File: config.mk
export PLATFORM = sky130hd
export DESIGN_NAME = dcache_ctrl_flat
export DESIGN_NICKNAME = d
export VERILOG_FILES = /design/src/rtl/dcache_pkg.sv /design/src/rtl/dcache_ctrl_if.sv /design/src/rtl/dcache_array.sv /design/src/rtl/dcache_ctrl.sv /design/src/flat_wrapper.sv
export SDC_FILE = /design/constraint.sdc
export NUM_CORES = 2
export LEC_CHECK = 0
export CORE_ASPECT_RATIO = 1.1
export CORE_UTILIZATION = 50
export CTS_BUF_LIST = sky130_fd_sc_hd__clkbuf_4 sky130_fd_sc_hd__clkbuf_8
export CTS_CLUSTER_SIZE = 14
export DETAILED_ROUTE_END_ITERATION = 8
export GPL_TIMING_DRIVEN = 0
export PLACE_DENSITY = 0.66
export SLEW_MARGIN = 40
export SYNTH_ARGS = -nofsm -noshare
export SYNTH_HDL_FRONTEND = slang
export SYNTH_HIERARCHICAL = 1
export SYNTH_SLANG_ARGS = --single-unit
export TNS_END_PERCENT = 30
File: constraint.sdc
create_clock -name clk -period 5.4 [get_ports clk]
set_input_delay 0.54 -clock clk [delete_from_list [all_inputs] [get_ports clk]]
set_output_delay 0.54 -clock clk [all_outputs]
set_load 0.01 [all_outputs]
File: src/rtl/dcache_pkg.sv
// rtl/dcache_pkg.sv - shared constants for the direct-mapped write-through data cache
package dcache_pkg;

    localparam int DC_ADDR_W  = 32;
    localparam int DC_INDEX_W = 6;
    localparam int DC_OFF_W   = 2;
    localparam int DC_TAG_LSB = DC_INDEX_W + DC_OFF_W;
    localparam int DC_TAG_W   = DC_ADDR_W - DC_TAG_LSB;
    localparam int DC_LINES   = 1 << DC_INDEX_W;

    localparam int S_IDLE   = 0;
    localparam int S_LOOKUP = 1;
    localparam int S_MEM_RD = 2;
    localparam int S_MEM_WR = 3;
    localparam int S_DONE   = 4;
    localparam int STATE_W  = 5;

    typedef logic [STATE_W-1:0] state_t;

    localparam state_t ST_IDLE   = 5'b00001;
    localparam state_t ST_LOOKUP = 5'b00010;
    localparam state_t ST_MEM_RD = 5'b00100;
    localparam state_t ST_MEM_WR = 5'b01000;
    localparam state_t ST_DONE   = 5'b10000;

    function automatic logic [31:0] merge_bytes(input logic [31:0] old_w,
                                                input logic [31:0] new_w,
                                                input logic [3:0]  mask);
        logic [31:0] res;
        res = old_w;
        for (int b = 0; b < 4; b++) begin
            if (mask[b]) begin
                res[8*b +: 8] = new_w[8*b +: 8];
            end
        end
        return res;
    endfunction

endpackage

File: src/rtl/dcache_ctrl_if.sv
// rtl/dcache_ctrl_if.sv - core-side request/ready and backing-memory signals of the data cache
interface dcache_ctrl_if
    import dcache_pkg::*;
#(
    parameter int ADDR_W = DC_ADDR_W
) ();

    logic              dcache_ren;
    logic              dcache_wen;
    logic [ADDR_W-1:0] dcache_addr;
    logic [31:0]       dcache_wdata;
    logic [3:0]        dcache_wmask;
    logic [31:0]       dcache_rdata;
    logic              dcache_ready;

    logic              mem_req;
    logic              mem_we;
    logic [ADDR_W-1:0] mem_addr;
    logic [31:0]       mem_wdata;
    logic [3:0]        mem_wmask;
    logic [31:0]       mem_rdata;
    logic              mem_ready;

    // slave is the cache; master is everything around it (core + memory)
    modport slave (
        input  dcache_ren, dcache_wen, dcache_addr, dcache_wdata, dcache_wmask,
        input  mem_rdata, mem_ready,
        output dcache_rdata, dcache_ready,
        output mem_req, mem_we, mem_addr, mem_wdata, mem_wmask
    );

    modport master (
        output dcache_ren, dcache_wen, dcache_addr, dcache_wdata, dcache_wmask,
        output mem_rdata, mem_ready,
        input  dcache_rdata, dcache_ready,
        input  mem_req, mem_we, mem_addr, mem_wdata, mem_wmask
    );

endinterface

File: src/rtl/dcache_array.sv
// rtl/dcache_array.sv - tag/data storage with combinational read and a single-cycle valid clear
module dcache_array
    import dcache_pkg::*;
#(
    parameter int INDEX_W = DC_INDEX_W,
    parameter int TAG_W   = DC_TAG_W
) (
    input  logic               clk,
    input  logic               reset,
    input  logic [INDEX_W-1:0] rd_idx,
    output logic               rd_valid,
    output logic [TAG_W-1:0]   rd_tag,
    output logic [31:0]        rd_data,
    input  logic               wr_en,
    input  logic               wr_fill,
    input  logic [INDEX_W-1:0] wr_idx,
    input  logic [TAG_W-1:0]   wr_tag,
    input  logic [31:0]        wr_data,
    input  logic [3:0]         wr_mask
);

    localparam int LINES = 1 << INDEX_W;

    logic [LINES-1:0] valid_q;
    logic [TAG_W-1:0] tag_mem  [LINES];
    logic [31:0]      data_mem [LINES];

    always_ff @(posedge clk) begin
        if (!reset) begin
            valid_q <= '0;
        end else if (wr_en && wr_fill) begin
            valid_q[wr_idx] <= 1'b1;
        end
    end

    // Tag and data are never reset; valid_q alone decides whether a line is usable.
    always_ff @(posedge clk) begin
        if (wr_en) begin
            data_mem[wr_idx] <= merge_bytes(data_mem[wr_idx], wr_data, wr_mask);
            if (wr_fill) begin
                tag_mem[wr_idx] <= wr_tag;
            end
        end
    end

    assign rd_valid = valid_q[rd_idx];
    assign rd_tag   = tag_mem[rd_idx];
    assign rd_data  = data_mem[rd_idx];

endmodule

File: src/rtl/dcache_ctrl.sv
// rtl/dcache_ctrl.sv - direct-mapped write-through no-write-allocate data cache controller
module dcache_ctrl
    import dcache_pkg::*;
#(
    parameter int ADDR_W  = DC_ADDR_W,
    parameter int INDEX_W = DC_INDEX_W
) (
    input  logic         clk,
    input  logic         reset,
    dcache_ctrl_if.slave bus,
    output logic [4:0]   state_out
);

    localparam int TAG_LSB = INDEX_W + DC_OFF_W;
    localparam int TAG_W   = ADDR_W - TAG_LSB;

    state_t state;
    state_t state_nx;

    logic [ADDR_W-1:0]  req_addr;
    logic [31:0]        req_wdata;
    logic [3:0]         req_wmask;
    logic               req_we;
    logic [31:0]        rdata_q;

    logic [INDEX_W-1:0] req_idx;
    logic [TAG_W-1:0]   req_tag;
    logic               arr_valid;
    logic [TAG_W-1:0]   arr_tag;
    logic [31:0]        arr_data;
    logic               hit;

    logic               arr_wr_en;
    logic               arr_fill;
    logic [31:0]        arr_wr_data;
    logic [3:0]         arr_wr_mask;
    logic               mem_req_c;
    logic               mem_we_c;
    logic               ready_c;
    logic               unused_addr_lo;

    assign req_idx        = req_addr[TAG_LSB-1:DC_OFF_W];
    assign req_tag        = req_addr[ADDR_W-1:TAG_LSB];
    assign unused_addr_lo = ^req_addr[DC_OFF_W-1:0];
    assign hit            = arr_valid && (arr_tag == req_tag);

    dcache_array #(
        .INDEX_W (INDEX_W),
        .TAG_W   (TAG_W)
    ) u_array (
        .clk      (clk),
        .reset    (reset),
        .rd_idx   (req_idx),
        .rd_valid (arr_valid),
        .rd_tag   (arr_tag),
        .rd_data  (arr_data),
        .wr_en    (arr_wr_en),
        .wr_fill  (arr_fill),
        .wr_idx   (req_idx),
        .wr_tag   (req_tag),
        .wr_data  (arr_wr_data),
        .wr_mask  (arr_wr_mask)
    );

    always_ff @(posedge clk) begin
        if (!reset) begin
            state <= ST_IDLE;
        end else begin
            state <= state_nx;
        end
    end

    always_comb begin
        state_nx = ST_IDLE;
        case (1'b1)
            state[S_IDLE]:   state_nx = (bus.dcache_ren || bus.dcache_wen) ? ST_LOOKUP : ST_IDLE;
            state[S_LOOKUP]: begin
                if (req_we) begin
                    state_nx = ST_MEM_WR;
                end else if (hit) begin
                    state_nx = ST_DONE;
                end else begin
                    state_nx = ST_MEM_RD;
                end
            end
            state[S_MEM_RD]: state_nx = bus.mem_ready ? ST_DONE : ST_MEM_RD;
            state[S_MEM_WR]: state_nx = bus.mem_ready ? ST_DONE : ST_MEM_WR;
            state[S_DONE]:   state_nx = ST_IDLE;
            default:         state_nx = ST_IDLE;
        endcase
    end

    // Requests are only looked at in IDLE; the core never overlaps them.
    always_ff @(posedge clk) begin
        if (state[S_IDLE] && (bus.dcache_ren || bus.dcache_wen)) begin
            req_addr  <= bus.dcache_addr;
            req_wdata <= bus.dcache_wdata;
            req_wmask <= bus.dcache_wmask;
            req_we    <= bus.dcache_wen;
        end
    end

    always_ff @(posedge clk) begin
        if (!reset) begin
            rdata_q <= '0;
        end else if (state[S_LOOKUP] && !req_we && hit) begin
            rdata_q <= arr_data;
        end else if (state[S_MEM_RD] && bus.mem_ready) begin
            rdata_q <= bus.mem_rdata;
        end
    end

    always_comb begin
        arr_wr_en   = 1'b0;
        arr_fill    = 1'b0;
        arr_wr_data = req_wdata;
        arr_wr_mask = req_wmask;
        mem_req_c   = state[S_MEM_RD] | state[S_MEM_WR];
        mem_we_c    = state[S_MEM_WR];
        ready_c     = state[S_DONE];
        if (state[S_LOOKUP] && req_we && hit) begin
            arr_wr_en = 1'b1;
        end
        if (state[S_MEM_RD] && bus.mem_ready) begin
            arr_wr_en   = 1'b1;
            arr_fill    = 1'b1;
            arr_wr_data = bus.mem_rdata;
            arr_wr_mask = 4'hF;
        end
    end

    assign bus.dcache_ready = ready_c;
    assign bus.dcache_rdata = rdata_q;
    assign bus.mem_req      = mem_req_c;
    assign bus.mem_we       = mem_we_c;
    assign bus.mem_addr     = {req_addr[ADDR_W-1:DC_OFF_W], {DC_OFF_W{1'b0}}};
    assign bus.mem_wdata    = req_wdata;
    assign bus.mem_wmask    = req_wmask;
    assign state_out        = state;

endmodule

File: src/flat_wrapper.sv
// flat-port wrapper written by rule: the top's interface ports become plain ports
module dcache_ctrl_flat import dcache_pkg::*;
#(
    parameter int ADDR_W  = DC_ADDR_W,
    parameter int INDEX_W = DC_INDEX_W
)
  (clk, reset, state_out, bus_dcache_ren, bus_dcache_wen, bus_dcache_addr, bus_dcache_wdata, bus_dcache_wmask, bus_mem_rdata, bus_mem_ready, bus_dcache_rdata, bus_dcache_ready, bus_mem_req, bus_mem_we, bus_mem_addr, bus_mem_wdata, bus_mem_wmask);
  dcache_ctrl_if #(.ADDR_W(ADDR_W)) bus_i ();
  input  logic clk;
  input  logic reset;
  output logic [4:0] state_out;
  input wire logic [$bits(bus_i.dcache_ren)-1:0] bus_dcache_ren;
  input wire logic [$bits(bus_i.dcache_wen)-1:0] bus_dcache_wen;
  input wire logic [$bits(bus_i.dcache_addr)-1:0] bus_dcache_addr;
  input wire logic [$bits(bus_i.dcache_wdata)-1:0] bus_dcache_wdata;
  input wire logic [$bits(bus_i.dcache_wmask)-1:0] bus_dcache_wmask;
  input wire logic [$bits(bus_i.mem_rdata)-1:0] bus_mem_rdata;
  input wire logic [$bits(bus_i.mem_ready)-1:0] bus_mem_ready;
  output wire logic [$bits(bus_i.dcache_rdata)-1:0] bus_dcache_rdata;
  output wire logic [$bits(bus_i.dcache_ready)-1:0] bus_dcache_ready;
  output wire logic [$bits(bus_i.mem_req)-1:0] bus_mem_req;
  output wire logic [$bits(bus_i.mem_we)-1:0] bus_mem_we;
  output wire logic [$bits(bus_i.mem_addr)-1:0] bus_mem_addr;
  output wire logic [$bits(bus_i.mem_wdata)-1:0] bus_mem_wdata;
  output wire logic [$bits(bus_i.mem_wmask)-1:0] bus_mem_wmask;
  assign bus_i.dcache_ren = bus_dcache_ren;
  assign bus_i.dcache_wen = bus_dcache_wen;
  assign bus_i.dcache_addr = bus_dcache_addr;
  assign bus_i.dcache_wdata = bus_dcache_wdata;
  assign bus_i.dcache_wmask = bus_dcache_wmask;
  assign bus_i.mem_rdata = bus_mem_rdata;
  assign bus_i.mem_ready = bus_mem_ready;
  assign bus_dcache_rdata = bus_i.dcache_rdata;
  assign bus_dcache_ready = bus_i.dcache_ready;
  assign bus_mem_req = bus_i.mem_req;
  assign bus_mem_we = bus_i.mem_we;
  assign bus_mem_addr = bus_i.mem_addr;
  assign bus_mem_wdata = bus_i.mem_wdata;
  assign bus_mem_wmask = bus_i.mem_wmask;
  dcache_ctrl #(.ADDR_W(ADDR_W), .INDEX_W(INDEX_W)) u_core (.clk(clk), .reset(reset), .bus(bus_i), .state_out(state_out));
endmodule
=== Yosys cells after proc, flatten, opt, wreduce, memory -nomap -nowiden ===
Memory sizes are Yosys's and may differ from the RTL's. A register that Yosys moved wholly into a read port is not among the register bits.
Index checks and enable logic that the tools add are counted.

* Memories: 2
* Flip-flop bits (word level): 170
* Input bits: 105
* Output and inout port bits: 108
* RAM bits: 3584

{| class="wikitable"
|+ Memory list
! memory !! words !! bits a word !! rd ports !! clocked after Yosys merged registers in !! wr ports !! RTL line !! text
|-
| u_core.u_array.data_mem || 64 || 32 || 1 || 1 || 1 || dcache_array.sv:26 || <nowiki>logic [31:0] data_mem [LINES];</nowiki>
|-
| u_core.u_array.tag_mem || 64 || 24 || 1 || 1 || 1 || dcache_array.sv:25 || <nowiki>logic [TAG_W-1:0] tag_mem [LINES];</nowiki>
|}

* Multiplexer cells: 35
* Bitwise operators: 2
* $lt $le $gt $ge: 2
* Reductions and logical operators: 12
* Eq/ne operators: 1

{| class="wikitable"
|+ Operator list
! operator !! number
|-
| 32-bit two-way mux || 3
|-
| 8-bit two-way mux || 8
|-
| 64-bit bitwise OR || 1
|-
| 5-bit two-way mux || 8
|-
| 24-bit equality test || 1
|-
| 6-bit two-way mux || 2
|-
| 1-bit two-way mux || 10
|-
| 1-bit logical AND || 9
|-
| 6-bit by 7-bit less-than comparator with 1-bit output (second input constant) || 1
|-
| 1-bit binary-select mux with 6-bit select || 1
|-
| 1-bit demux with 6-bit select || 1
|-
| 6-bit by 1-bit >= comparator with 1-bit output (second input constant) || 1
|-
| 4-bit two-way mux || 1
|-
| 2-bit two-way mux || 1
|-
| 2-bit nonzero test || 1
|-
| 1-bit logical NOT || 1
|-
| 1-bit logical OR || 1
|-
| 1-bit bitwise OR || 1
|}

=== Depth between registers and ports, before layout ===
* Word-level depth: 8
* Depth in mapped cells: 20

=== Modules after synthesis ===
The synthesis kept the hierarchy.

{| class="wikitable"
|+ Modules (own cells, without submodules)
! module !! area an instance (µm²) !! cells each !! instances
|-
| dcache_array || 138795.6 || 6251 || 1
|-
| dcache_ctrl || 4484.3 || 448 || 1
|}

=== Least setup slack after synthesis ===
No wires, ideal clock.

* Path type: register to register
* From: register u_core.req_addr[2]
* To: memory u_core/u_array/tag_mem[10][0] (netlist name), enable pin
* Cell stages (with the launch flop): 18
* Data arrival time: 4.459 ns
* Path slack: 0.535 ns
* Buffers on the path: 6
* Cell sequence: edfxtp_1 buf_4 buf_6 buf_6 buf_2 mux4_2 mux2i_1 a21oi_1 o22a_1 or2b_1 o2111ai_1 and4bb_2 nand3_1 o21ai_0 clkbuf_1 nand2_1 clkbuf_1 nor2_1

* Longest elaborated chain between the ends: 8

{| class="wikitable"
|+ Ends and longest elaborated chain
! item !! RTL line !! text
|-
| from (decl) || dcache_ctrl.sv:20 || <nowiki>logic [ADDR_W-1:0] req_addr;</nowiki>
|-
| from (signal assigned) || dcache_ctrl.sv:96 || <nowiki>req_addr <= bus.dcache_addr;</nowiki>
|-
| 1-bit binary-select mux with 6-bit select || dcache_array.sv:46 || <nowiki>assign rd_valid = valid_q[rd_idx];</nowiki>
|-
| 1-bit two-way mux (not written as such) || dcache_array.sv:46 ||
|-
| 1-bit logical AND || dcache_ctrl.sv:45 || <nowiki>assign hit = arr_valid && (arr_tag == req_tag);</nowiki>
|-
| 1-bit logical AND || dcache_ctrl.sv:121 || <nowiki>if (state[S_LOOKUP] && req_we && hit) begin</nowiki>
|-
| 1-bit two-way mux || dcache_ctrl.sv:121 ||
|-
| 1-bit two-way mux || dcache_ctrl.sv:124 || <nowiki>if (state[S_MEM_RD] && bus.mem_ready) begin</nowiki>
|-
| named net u_core.arr_wr_en || dcache_ctrl.sv:33 || <nowiki>logic arr_wr_en;</nowiki>
|-
| 1-bit two-way mux || dcache_array.sv:38 || <nowiki>if (wr_en) begin</nowiki>
|-
| 1-bit two-way mux (not written as such) || dcache_array.sv:41 || <nowiki>tag_mem[wr_idx] <= wr_tag;</nowiki>
|-
| to (decl) || dcache_array.sv:25 ||
|}

The timed path passes the listed nets, and every way through them passes these cells. The select of a mux whose other input is x is not followed.

=== Worst setup path in the final report ===
* From: register u_core.req_addr[5]
* To: memory u_core.u_array.data_mem[35][29], enable pin

* Longest elaborated chain between the ends: 8

{| class="wikitable"
|+ Ends and longest elaborated chain
! item !! RTL line !! text
|-
| 1-bit binary-select mux with 6-bit select || dcache_array.sv:46 ||
|-
| 1-bit two-way mux (not written as such) || dcache_array.sv:46 ||
|-
| 1-bit logical AND || dcache_ctrl.sv:45 ||
|-
| 1-bit logical AND || dcache_ctrl.sv:121 ||
|-
| 1-bit two-way mux || dcache_ctrl.sv:121 ||
|-
| 1-bit two-way mux || dcache_ctrl.sv:124 ||
|-
| named net u_core.arr_wr_en || dcache_ctrl.sv:33 ||
|-
| 1-bit two-way mux || dcache_array.sv:38 ||
|-
| 1-bit two-way mux (not written as such) || dcache_array.sv:39 || <nowiki>data_mem[wr_idx] <= merge_bytes(data_mem[wr_idx], wr_data, wr_mask);</nowiki>
|-
| to (decl) || dcache_array.sv:26 ||
|}

The timed path passes the listed nets, and every way through them passes these cells. The select of a mux whose other input is x is not followed.

==> impl_metrics.ini <==
[clock_tree]
clk_pin_slew_ns = 0.07
tritoncts = built
clk_latency_ns = 1.24
cts_root_buf = clkbuf_8
htree_levels = 6
cts.sinks = 3752
numCtsBuffers = 589
cts_buffer_depth = 4

[job]
drv_cap = 0

[finish]
finalInstanceArea_sq_mm = 0.176
syn_to_final_growth_pct = 22.6
num-nets-final = 8218
stdcell_count = 12300
fin_util_pct = 61.8
fillers = 19100
drive_gt1_share_pct = 38.1

[yosys]
synth_edf_count = 3651
syn-instance-count = 6699
yosys.area.top_type = edfxtp_1
syn-cell-area_sq_mm = 0.143
synth_area_leaders = edfxtp_1 77%, mux4_2 14%, dfxtp_1 1.4%
synth_ff_type = edfxtp_1
async_reset_ff_share_pct = 0
synth_seq_area_share_pct = 77.9
synth_cell_type_count = 50
yosys_warnings = 6
ys_top_cells_by_count = 3651 x edfxtp_1, 870 x mux4_2, 383 x nor2_1, 323 x nand2_1, 261 x o22ai_1
syn_area_per_cell_sq_um = 21.4
ys_seq_elements = 3752
yosysMostFrequentCell = edfxtp_1
synth_top_area_share_pct = 76.5

[setup_path]
cpPeakStageDelay_ns = 0.44
r2r_cells = 20
critPathTopFamily = simple AND/OR/NAND/NOR gates
crit_path_top_delay_cell = nor2b_4
endpoint_kind = register
r2r_start = u_core/req_addr[5]
worstPathArrival_ns = 6.51
critical_path_buf_inv_count = 8
reg2reg_to = u_core/u_array/data_mem[35][29]
worstSetupStartpointType = register
path_cells = buf_12 -> buf_2 -> nor2b_4 -> nand2b_1 -> clkbuf_2 -> o22ai_1 -> nor4_2 -> buf_4 -> o22a_1 -> xnor2_1 -> nand4_1 -> nor3_2 -> nand3_4 -> buf_12 -> o21ai_2 -> clkbuf_8 -> buf_4 -> nand2_4 -> clkbuf_4 -> nor2_4
crit_type = register to register
path_max_fanout = 10
cp.required_ns = 6.27
ff2ff_setup_slack_ns = -0.24

[drt]
drtAntennaViolNets = 0
drc = 0
drtIter0Drc = 12600
wl_per_cell_um = 39.0
viasPerCell = 6.64
drt-total-wl_mm = 481
first_pass_iters = 9
vias = 81800

[place]
portBuffers = 208
placed_cells = 10900
place_area_sq_mm = 0.156
dp_hpwl_mm = 327
gp_congestion = 1.05

[global_routing]
grt_antenna_before_repair = 28
grt_max_degree = 65
grt_usage_pct = 33.1
grt.overflow.total = 0
grt_pass1_wl_mm = 645
grt_pass1_vias = 80400

[die]
die_w_um = 512
die_h_um = 563
num_io_pins = 213
initial_core_util_pct = 50.4
rows = 205
core_sq_mm = 0.284
dieArea_sq_mm = 0.289

[timing]
finalHoldViolations = 0
min_period_over_period_pct = 104
min_period_ns = 5.64
finalSetupViolations = 2463
slew_headroom_pct = 32.0
tightest_slew_ns = 1.02
setup_ws_ns = -0.237
max_freq_mhz = 177
clock_skew_ns = 0.0781
drv_slew = 0

[power]
p_leak_uw = 0.0562
pwr-share-seq_pct = 51.6
p_int_uw = 47000
p_sw_share_pct = 25.2
p_sw_uw = 15800
combPwrFrac_pct = 10.0
ir_drop_mv = 0.284
power_frac_clock_pct = 38.5
p_per_area_mw_per_mm2 = 358

[hold_path]
hold_end = u_core/bus.dcache_rdata[0]
min_from = bus_mem_rdata[0]
whs_path_depth = 5
min_path_type = input pin to register

[outcome]
violations = negative setup slack
status = finished with violations
[cell families after synthesis]
logic type / Yosys count / synth area share [%]
mux: 1054 / 15.0
simple gates: 864 / 2.55
compound gates: 605 / 2.99
buf+inv: 402 / 1.37
other cells: 1 / 0.00262
xor+xnor: 21 / 0.128
flops: 3752 / 77.9
[cells in the final DEF (no fill, tap or decap), types with 77 or more instances in the layout]
cell and instances:
edfxtp_1 3651, mux4_2 870, clkbuf_8 622, nor2_4 310, nand2_1 279, o22ai_1 246
clkbuf_4 240, buf_4 237, clkdlybuf4s50_1 207, buf_12 202, buf_6 131, clkinv_1 115
mux2i_1 102, dfxtp_1 101, o221ai_1 96, buf_8 80, mux2_2 77
[final cells by class]
type                    instances  area [sq um]  area share (%)
diodes                         29          72.6          0.0413
plain buffers                 391          3340            1.90
clock buffers                 807          9810            5.58
clock inverters               236          1900            1.08
inverters                       5          22.5          0.0128
multi-input cells            2546         33100            18.9
flip-flops and latches       3752        112000            63.5
well taps                    3726          4660            2.65
repair buffers                828         11100            6.33
[sequential cells by signal, summed over array words and instances (netlist names)]
| name | flops |
|---|---|
| u_core/u_array/tag_mem | 1536 |
| u_core/req_addr | 30 |
| u_core/u_array/data_mem | 2048 |
| u_core/bus.dcache_rdata | 32 |
| u_core/bus.mem_wmask | 4 |
| u_core/state_out | 5 |
| u_core/bus.mem_wdata | 32 |
| u_core/req_we | 1 |
| u_core/u_array/valid_q | 64 |
[power by group through the flow]
stage | Sequential, uW | Combinational, uW | Clock [uW]
2_1_floorplan | 33200 | 2580 | 0
3_3_place_gp | 33400 | 4930 | 0
3_5_place_dp | 33000 | 5720 | 0
4_1_cts | 32400 | 6010 | 24300
5_1_grt | 32400 | 6310 | 25600
6_report | 32400 | 6280 | 24200
[metal layers]
metal	track usage, %	vias to the layer above	wire length (um)
li1	-	31100	-
met1	42.0	42700	161000
met2	49.3	6590	217000
met3	9.00	1374	62000
met4	24.4	8	40900
met5	0	-	43
[worst min-delay path: stages]
cell	delay, ns
clkdlybuf4s50_1	0.40
nand2_1	0.13
nand2_1	0.06
nand2_1	0.06
mux2i_1	0.06
[worst max-delay path by stage]
| stage | from | endpoint | slack (ns) | cells past startpoint |
|---|---|---|---|---|
| after global routing | u_core/req_addr[5] | u_core/u_array/data_mem[36][26] | -0.17 | 20 |
| after global placement | u_core/req_addr[3] | u_core/u_array/tag_mem[5][13] | -6.30 | 18 |
| after detailed placement | u_core/req_addr[3] | u_core/u_array/tag_mem[41][10] | -3.92 | 19 |
| final | u_core/req_addr[5] | u_core/u_array/data_mem[35][29] | -0.24 | 20 |
| after CTS | u_core/req_addr[3] | u_core/u_array/data_mem[11][13] | -0.08 | 21 |
| after floorplan | u_core/req_addr[2] | u_core/u_array/tag_mem[10][0] | 0.53 | 17 |
[through the flow]
step                setup TNS, ns  power [uW]  hold slack, ns  setup slack [ns]
CTS                         -8.78       62700         0.00212           -0.0761
detailed placement              -       38700           0.451             -3.92
floorplan                       0       35800           0.435             0.535
finish                    -205.19       62800          0.0591            -0.237
global placement                -       38400           0.441             -6.30
global route              -113.17       64300          0.0758            -0.165
[timing repair]
action | CTS | global route
setup endpoints to repair | 3682 | 3553
hold endpoints to repair | 75 | 0
hold buffers | 73 | 0
setup buffers | 208 | 79
pin swaps | 176 | 84
resized for setup | 758 | 116
cloned | 0 | 1
Power figures use the tool's default switching activity.
